[config.mk]
export PLATFORM = sky130hd
export DESIGN_NAME = sram_fifo_ctrl
export DESIGN_NICKNAME = d
export VERILOG_FILES = /design/src/rtl/sram_fifo_ctrl.sv
export SDC_FILE = /design/constraint.sdc
export NUM_CORES = 1
export LEC_CHECK = 0
export CAP_MARGIN = 20
export CORE_ASPECT_RATIO = 1.75
export CORE_MARGIN = 1
export CORE_UTILIZATION = 30
export CTS_CLUSTER_SIZE = 24
export DETAILED_ROUTE_END_ITERATION = 7
export PLACE_DENSITY = 0.58
export SYNTH_ARGS = -nofsm -noshare
export SYNTH_HDL_FRONTEND = slang
export SYNTH_SLANG_ARGS = --single-unit
[constraint.sdc]
create_clock -name clk -period 6.4 [get_ports clk]
set_input_delay 1.6 -clock clk [delete_from_list [all_inputs] [get_ports clk]]
set_output_delay 1.6 -clock clk [all_outputs]
set_load 0.02 [all_outputs]
[src/rtl/sram_fifo_ctrl.sv]
// Valid/ready FIFO built on one 1r1w SRAM macro with a 2-entry output prefetch buffer.
// Latency: a push into an empty FIFO is presented on m_data two cycles later (read-return bypass).
// Backpressure: s_ready = !full; reads stop issuing once buffer + in-flight would exceed 2 entries.
module sram_fifo_ctrl #(
  parameter int DATA_WIDTH = 8,
  parameter int ADDR_WIDTH = 10,
  parameter int DEPTH      = 1024
) (
  input  logic                  clk,
  input  logic                  rst,
  input  logic                  flush,
  input  logic                  s_valid,
  output logic                  s_ready,
  input  logic [DATA_WIDTH-1:0] s_data,
  output logic                  m_valid,
  input  logic                  m_ready,
  output logic [DATA_WIDTH-1:0] m_data,
  output logic [ADDR_WIDTH:0]   count,
  output logic                  empty,
  output logic                  full,
  output logic                  sram_csb0,
  output logic [ADDR_WIDTH-1:0] sram_addr0,
  output logic [DATA_WIDTH-1:0] sram_din0,
  output logic                  sram_csb1,
  output logic [ADDR_WIDTH-1:0] sram_addr1,
  input  logic [DATA_WIDTH-1:0] sram_dout1
);

  localparam int CW = ADDR_WIDTH + 1;
  localparam logic [CW-1:0]         DEPTH_C = CW'(DEPTH);
  localparam logic [CW-1:0]         ONE_C   = CW'(1);
  localparam logic [ADDR_WIDTH-1:0] LAST_A  = ADDR_WIDTH'(DEPTH - 1);
  localparam logic [ADDR_WIDTH-1:0] ONE_A   = ADDR_WIDTH'(1);

  logic [ADDR_WIDTH-1:0] wr_ptr, rd_ptr;
  logic [CW-1:0]         sram_pending;
  logic                  inflight;
  logic [DATA_WIDTH-1:0] buf_mem [0:1];
  logic                  buf_rd, buf_wr;
  logic [1:0]            buf_cnt;
  logic [ADDR_WIDTH-1:0] addr0_q, addr1_q;
  logic [DATA_WIDTH-1:0] din0_q;

  logic       push, pop, issue, cap, deq;
  logic [2:0] occ_after;

  function automatic logic [ADDR_WIDTH-1:0] next_ptr(input logic [ADDR_WIDTH-1:0] p);
    return (p == LAST_A) ? '0 : p + ONE_A;
  endfunction

  // Handshakes, read-issue decision and SRAM port drive.
  always_comb begin
    s_ready   = !rst && !full;
    push      = s_valid && s_ready && !flush;
    m_valid   = (buf_cnt != 2'd0) || inflight;
    // With the buffer empty, the returning read is presented straight from the macro.
    m_data    = (buf_cnt == 2'd0 && inflight) ? sram_dout1 : buf_mem[buf_rd];
    pop       = m_valid && m_ready;
    // Buffer occupancy at the end of this cycle, counting the read now returning.
    occ_after = {1'b0, buf_cnt} + {2'b00, inflight} - {2'b00, pop};
    issue     = !rst && !flush && (sram_pending != '0) && (occ_after < 3'd2);
    // A returning word is buffered unless it is consumed directly via the bypass.
    cap       = inflight && !(buf_cnt == 2'd0 && pop);
    deq       = pop && (buf_cnt != 2'd0);
    sram_csb0  = !push;
    sram_addr0 = push ? wr_ptr : addr0_q;
    sram_din0  = push ? s_data : din0_q;
    sram_csb1  = !issue;
    sram_addr1 = issue ? rd_ptr : addr1_q;
    empty      = (count == '0);
    full       = (count == DEPTH_C);
  end

  // Pointers, occupancy, written-but-unread words and the in-flight flag.
  always_ff @(posedge clk or posedge rst) begin
    if (rst) begin
      wr_ptr       <= '0;
      rd_ptr       <= '0;
      count        <= '0;
      sram_pending <= '0;
      inflight     <= 1'b0;
    end else if (flush) begin
      wr_ptr       <= '0;
      rd_ptr       <= '0;
      count        <= '0;
      sram_pending <= '0;
      inflight     <= 1'b0;
    end else begin
      if (push)  wr_ptr <= next_ptr(wr_ptr);
      if (issue) rd_ptr <= next_ptr(rd_ptr);
      inflight <= issue;
      case ({push, pop})
        2'b10:   count <= count + ONE_C;
        2'b01:   count <= count - ONE_C;
        default: count <= count;
      endcase
      case ({push, issue})
        2'b10:   sram_pending <= sram_pending + ONE_C;
        2'b01:   sram_pending <= sram_pending - ONE_C;
        default: sram_pending <= sram_pending;
      endcase
    end
  end

  // Two-entry output buffer fed by read returns.
  always_ff @(posedge clk or posedge rst) begin
    if (rst) begin
      buf_mem[0] <= '0;
      buf_mem[1] <= '0;
      buf_rd     <= 1'b0;
      buf_wr     <= 1'b0;
      buf_cnt    <= 2'd0;
    end else if (flush) begin
      buf_rd  <= 1'b0;
      buf_wr  <= 1'b0;
      buf_cnt <= 2'd0;
    end else begin
      if (cap) begin
        buf_mem[buf_wr] <= sram_dout1;
        buf_wr          <= !buf_wr;
      end
      if (deq) buf_rd <= !buf_rd;
      case ({cap, deq})
        2'b10:   buf_cnt <= buf_cnt + 2'd1;
        2'b01:   buf_cnt <= buf_cnt - 2'd1;
        default: buf_cnt <= buf_cnt;
      endcase
    end
  end

  // Idle SRAM ports keep presenting the last address/data they used.
  always_ff @(posedge clk or posedge rst) begin
    if (rst) begin
      addr0_q <= '0;
      din0_q  <= '0;
      addr1_q <= '0;
    end else begin
      if (push) begin
        addr0_q <= wr_ptr;
        din0_q  <= s_data;
      end
      if (issue) addr1_q <= rd_ptr;
    end
  end

endmodule

==> run summary <==
For this run, the total global-route usage over all layers was measured as 14.6%. The worst setup path is captured at an output port. The kind of cell with the highest combined delay on the critical path is buffers and inverters. Counting flops and latches in the post-synthesis netlist gives 91.

The count of nets left with antenna violations once routing finished came out at 0. Walking the worst path, the cells encountered are clkdlybuf4s50_1 > o31ai_1 > inv_1 > ha_1 > nand2b_1 > fa_1 > xnor2_1 > and3_1 > nand2_1 > buf_12 > mux2_2 > clkdlybuf4s50_1. CTS built an H-tree with a depth of 3. The tools report the final-report max-slew violation count as 0. The run finished with clean final reports. The fraction of layout instances using a drive strength above 1 was 15.7%.

For the via count of the first global-routing pass, the log shows 4159. The net count after synthesis is 521, and the unique cell type count in the Yosys netlist is 63. The repair_antennas step left the layout with diodes totalling 0. Sorting the synthesized cells by area gives the leading types as dfrtp_1 (46%), mux2_2 (11%), ha_1 (3.8%).

TritonCTS built the clock tree. Clock-pin slew was measured on the worst setup and hold paths at 0.06 ns. The total of hold buffers inserted after clock tree synthesis was 0; the arrival time of the worst setup path was 4.59 ns.

The tools report the number of sinks on the clock net as 91. The routed via count divided by cell count is 5.03, and the area overhead of the layout relative to synthesis is 26.9%. The number of buffers added by the clock tree synthesis step is 9, and the Yosys warning count is 0. Summed over all failing endpoints, the final setup total negative slack is 0 ns. The number of antenna violations at the first check in global routing was 0. OpenSTA, run right after detailed placement, puts the worst setup slack at 0.207 ns.

Number of flops mapped to enable cells by yosys: 0. By instance count, the cell type seen most on the critical path is clkdlybuf4s50_1. The total overflow left after global routing is 0.

The mapped netlist covers 0.00499 mm². Of all flip-flops after synthesis, the portion carrying an async set or reset was 100%. The initial cell density of the core came out at 30.5%. The total half-perimeter wirelength after legalization and detailed placement was 8620 µm.

The synthesized design spends more area on one cell type than any other, namely dfrtp_1. Vertical extent of the die: 173 µm. At the end of routability-driven placement, the weighted congestion stood at 0.838. The maximum fanout along the worst path is 17, and the number of top-level design ports is 74.

The fraction of the cycle the final worst path needs came out at 96.7%. The count of TritonRoute iterations in the first routing pass is 4, and the required time at the endpoint of the critical path is 4.80 ns. The first global-routing pass estimated 20000 µm of wire. The fraction of post-synthesis cell area in the top cell type by area is 45.6%. Synthesis produced 483 cells. No sink is reached through more buffers than the 2 on the longest clock path. CTS placed an instance of clkbuf_16 at the clock tree root.

The tools report the nature of the critical path startpoint as an input pin. The mean instance size in the synthesized netlist is 10.3 µm². Setup repair after global routing left no endpoint under its margin. The slew at the pin closest to its max-slew limit works out to 0.827 ns.

IR analysis of the VDD net gives a maximum drop of 0.000262 V. The run gives 0.208 ns as the final critical-path setup slack. The run gives 44.8% as the headroom to the max-slew limit.

The tools report the clock insertion delay at the later pin of the skew report as 0.34 ns. The delay of the slowest cell on the worst path was 0.54 ns. The run gives 0.0172 mm² as the die area.

In the synthesized netlist the dominant register cell turns out to be dfrtp_1. The slowest stage of the critical path is the clkdlybuf4s50_1 cell. For the number of resized instances in the post-cts repair step, the log shows 0. The detailed router finished its first iteration with 195 violations.

The worst setup skew after layout came out at 0.0104 ns. The tools report the static leakage as 0.00273 µW. The die is 99.5 µm wide. After the last flow step, the layout net total stands at 601. Summing the sequential cell areas from Yosys gives 45.6% of the chip area. Counting both buffers and inverters, the worst setup path holds a total of 4. Summed over all layers, the routed wires come to 11600 µm.

The tools report the placed instance count as 776. The clock period could shrink to 6.19 ns. The post-route DRC violation count is 0, and the areal power density over the cells is 414 mW/mm². The tool flagged a number of max-cap violations equal to 0. Post-layout total power: 2620 µW. The tightest min-delay check is of the register to register type. Buffers added to address setup during post-CTS repair amount to 0. Entering global routing, the biggest net connects 47 pins.

For this block, the via count after detailed routing is 3982. In the final routed layout, each cell accounts on average for 14.6 µm. The row count was 62.

The final count of negative-setup-slack endpoints came out at 0. For this run, the number of standard cells in the final layout without fillers is 791. The core region is 0.0164 mm². The final hold violation count was 0; the number of I/O port buffers was 73. Static timing analysis puts the maximum clock frequency at 162 MHz. The critical setup path kind was input pin to output port.
==> power breakdown <==
group / leakage [µW] / switching [µW] / internal, µW
clock network: 0.000137 / 237 / 278
logic: 0.00136 / 660 / 600
registers: 0.00123 / 139 / 705
total: 0.00273 / 1040 / 1580
==> placed cells by master, fill, tap and decap left out, types with 3 or more instances in the layout <==
cell type	Yosys	final
nor2b_1	6	6
xnor2_1	11	11
o41ai_1	4	4
nand2_1	41	41
a32oi_1	3	3
nor4_1	4	4
a21oi_1	15	15
o21ai_0	26	26
o31ai_1	8	8
buf_4	0	13
ha_1	15	15
mux2_2	47	47
nand3_1	17	17
mux2i_1	12	12
xor2_1	10	10
clkbuf_16	0	9
and2_1	5	5
and3_1	8	8
nand4_1	6	6
nor3_1	14	14
a21o_1	3	3
inv_1	15	14
or3_1	6	6
nand2b_1	5	5
clkdlybuf4s50_1	0	73
nor2_1	39	39
dfrtp_1	91	91
a211oi_1	3	3
a22o_1	6	6
==> synth_stat cells (all sizes together) (4+ instances only) <==
| library cell | number |
|---|---|
| dfrtp | 91 |
| mux2 | 50 |
| nand2 | 41 |
| nor2 | 40 |
| o21ai | 26 |
| nand3 | 18 |
| a21oi | 16 |
| inv | 16 |
| ha | 15 |
| nor3 | 15 |
| mux2i | 12 |
| xnor2 | 11 |
| clkbuf | 10 |
| xor2 | 10 |
| and3 | 8 |
| buf | 8 |
| o31ai | 8 |
| a22o | 6 |
| nand4 | 6 |
| nor2b | 6 |
| nor4 | 6 |
| or3 | 6 |
| and2 | 5 |
| nand2b | 5 |
| o41ai | 4 |
==> metrics by stage <==
stage / hold slack, ns / cell area (µm²) / util [%]
after floorplan: 0.479 / 4990 / -
after global placement: 0.478 / 6050 / 36.9
after detailed placement: 0.484 / 6050 / 36.9
after CTS: 0.502 / 6330 / 38.7
after global routing: 0.510 / 6330 / 38.7
final: 0.496 / 6330 / 38.7
==> area by class of cell <==
type / instances / area, µm²
Fill cell: 1630 / 10000
Multi-Input combinational cell: 358 / 2580
Sequential cell: 91 / 2280
Timing Repair Buffer: 87 / 848
Tap cell: 224 / 280
Clock buffer: 10 / 239
Inverter: 16 / 61.3
Clock inverter: 5 / 45.0
==> worst paths after layout <==
kind / startpoint / endpoint / slack (ns) / cells past startpoint
hold / removal: addr1_q[9] / addr1_q[9] / 0.50 / 1
setup / recovery: m_ready / sram_addr1[4] / 0.21 / 12
min in group asynchronous: rst / sram_pending[5] / 1.84 / 2
hold reg to reg: addr1_q[9] / addr1_q[9] / 0.50 / 1
max in group asynchronous: rst / sram_pending[0] / 3.45 / 3
setup reg to reg: buf_cnt[1] / sram_pending[4] / 2.14 / 15
==> routing by layer <==
metal	part of all wire [%]	vias to the layer above	track usage (%)	wire length (µm)
met3	3.7	15	2.75	432
li1	-	1918	-	-
met5	0	-	0	0
met4	2.3	0	6.31	261
met2	54	79	26.4	6230
met1	40	1970	16.4	4670
==> sequential cells by signal (all words and copies together), names as in the netlist, 8 cells and up <==
signal and flops:
addr0_q 10, addr1_q 10, buf_mem 16, count 11, din0_q 8, rd_ptr 10
sram_pending 11, wr_ptr 10
==> kinds of logic (layout without fill, tap and decap cells) <==
| logic type | after synthesis | after routing | share of synthesized area [%] |
|---|---|---|---|
| AO/OA/AOI/OAI | 96 | 96 | 13.3 |
| XOR/XNOR | 21 | 21 | 3.69 |
| adder cells (fa/ha/maj) | 17 | 17 | 4.56 |
| buffers and inverters | 34 | 118 | 2.68 |
| flip-flops | 91 | 91 | 45.6 |
| multiplexers | 62 | 62 | 13.8 |
| AND/OR/NAND/NOR | 162 | 162 | 16.4 |
No activity file was read; power rests on OpenSTA's default activity.
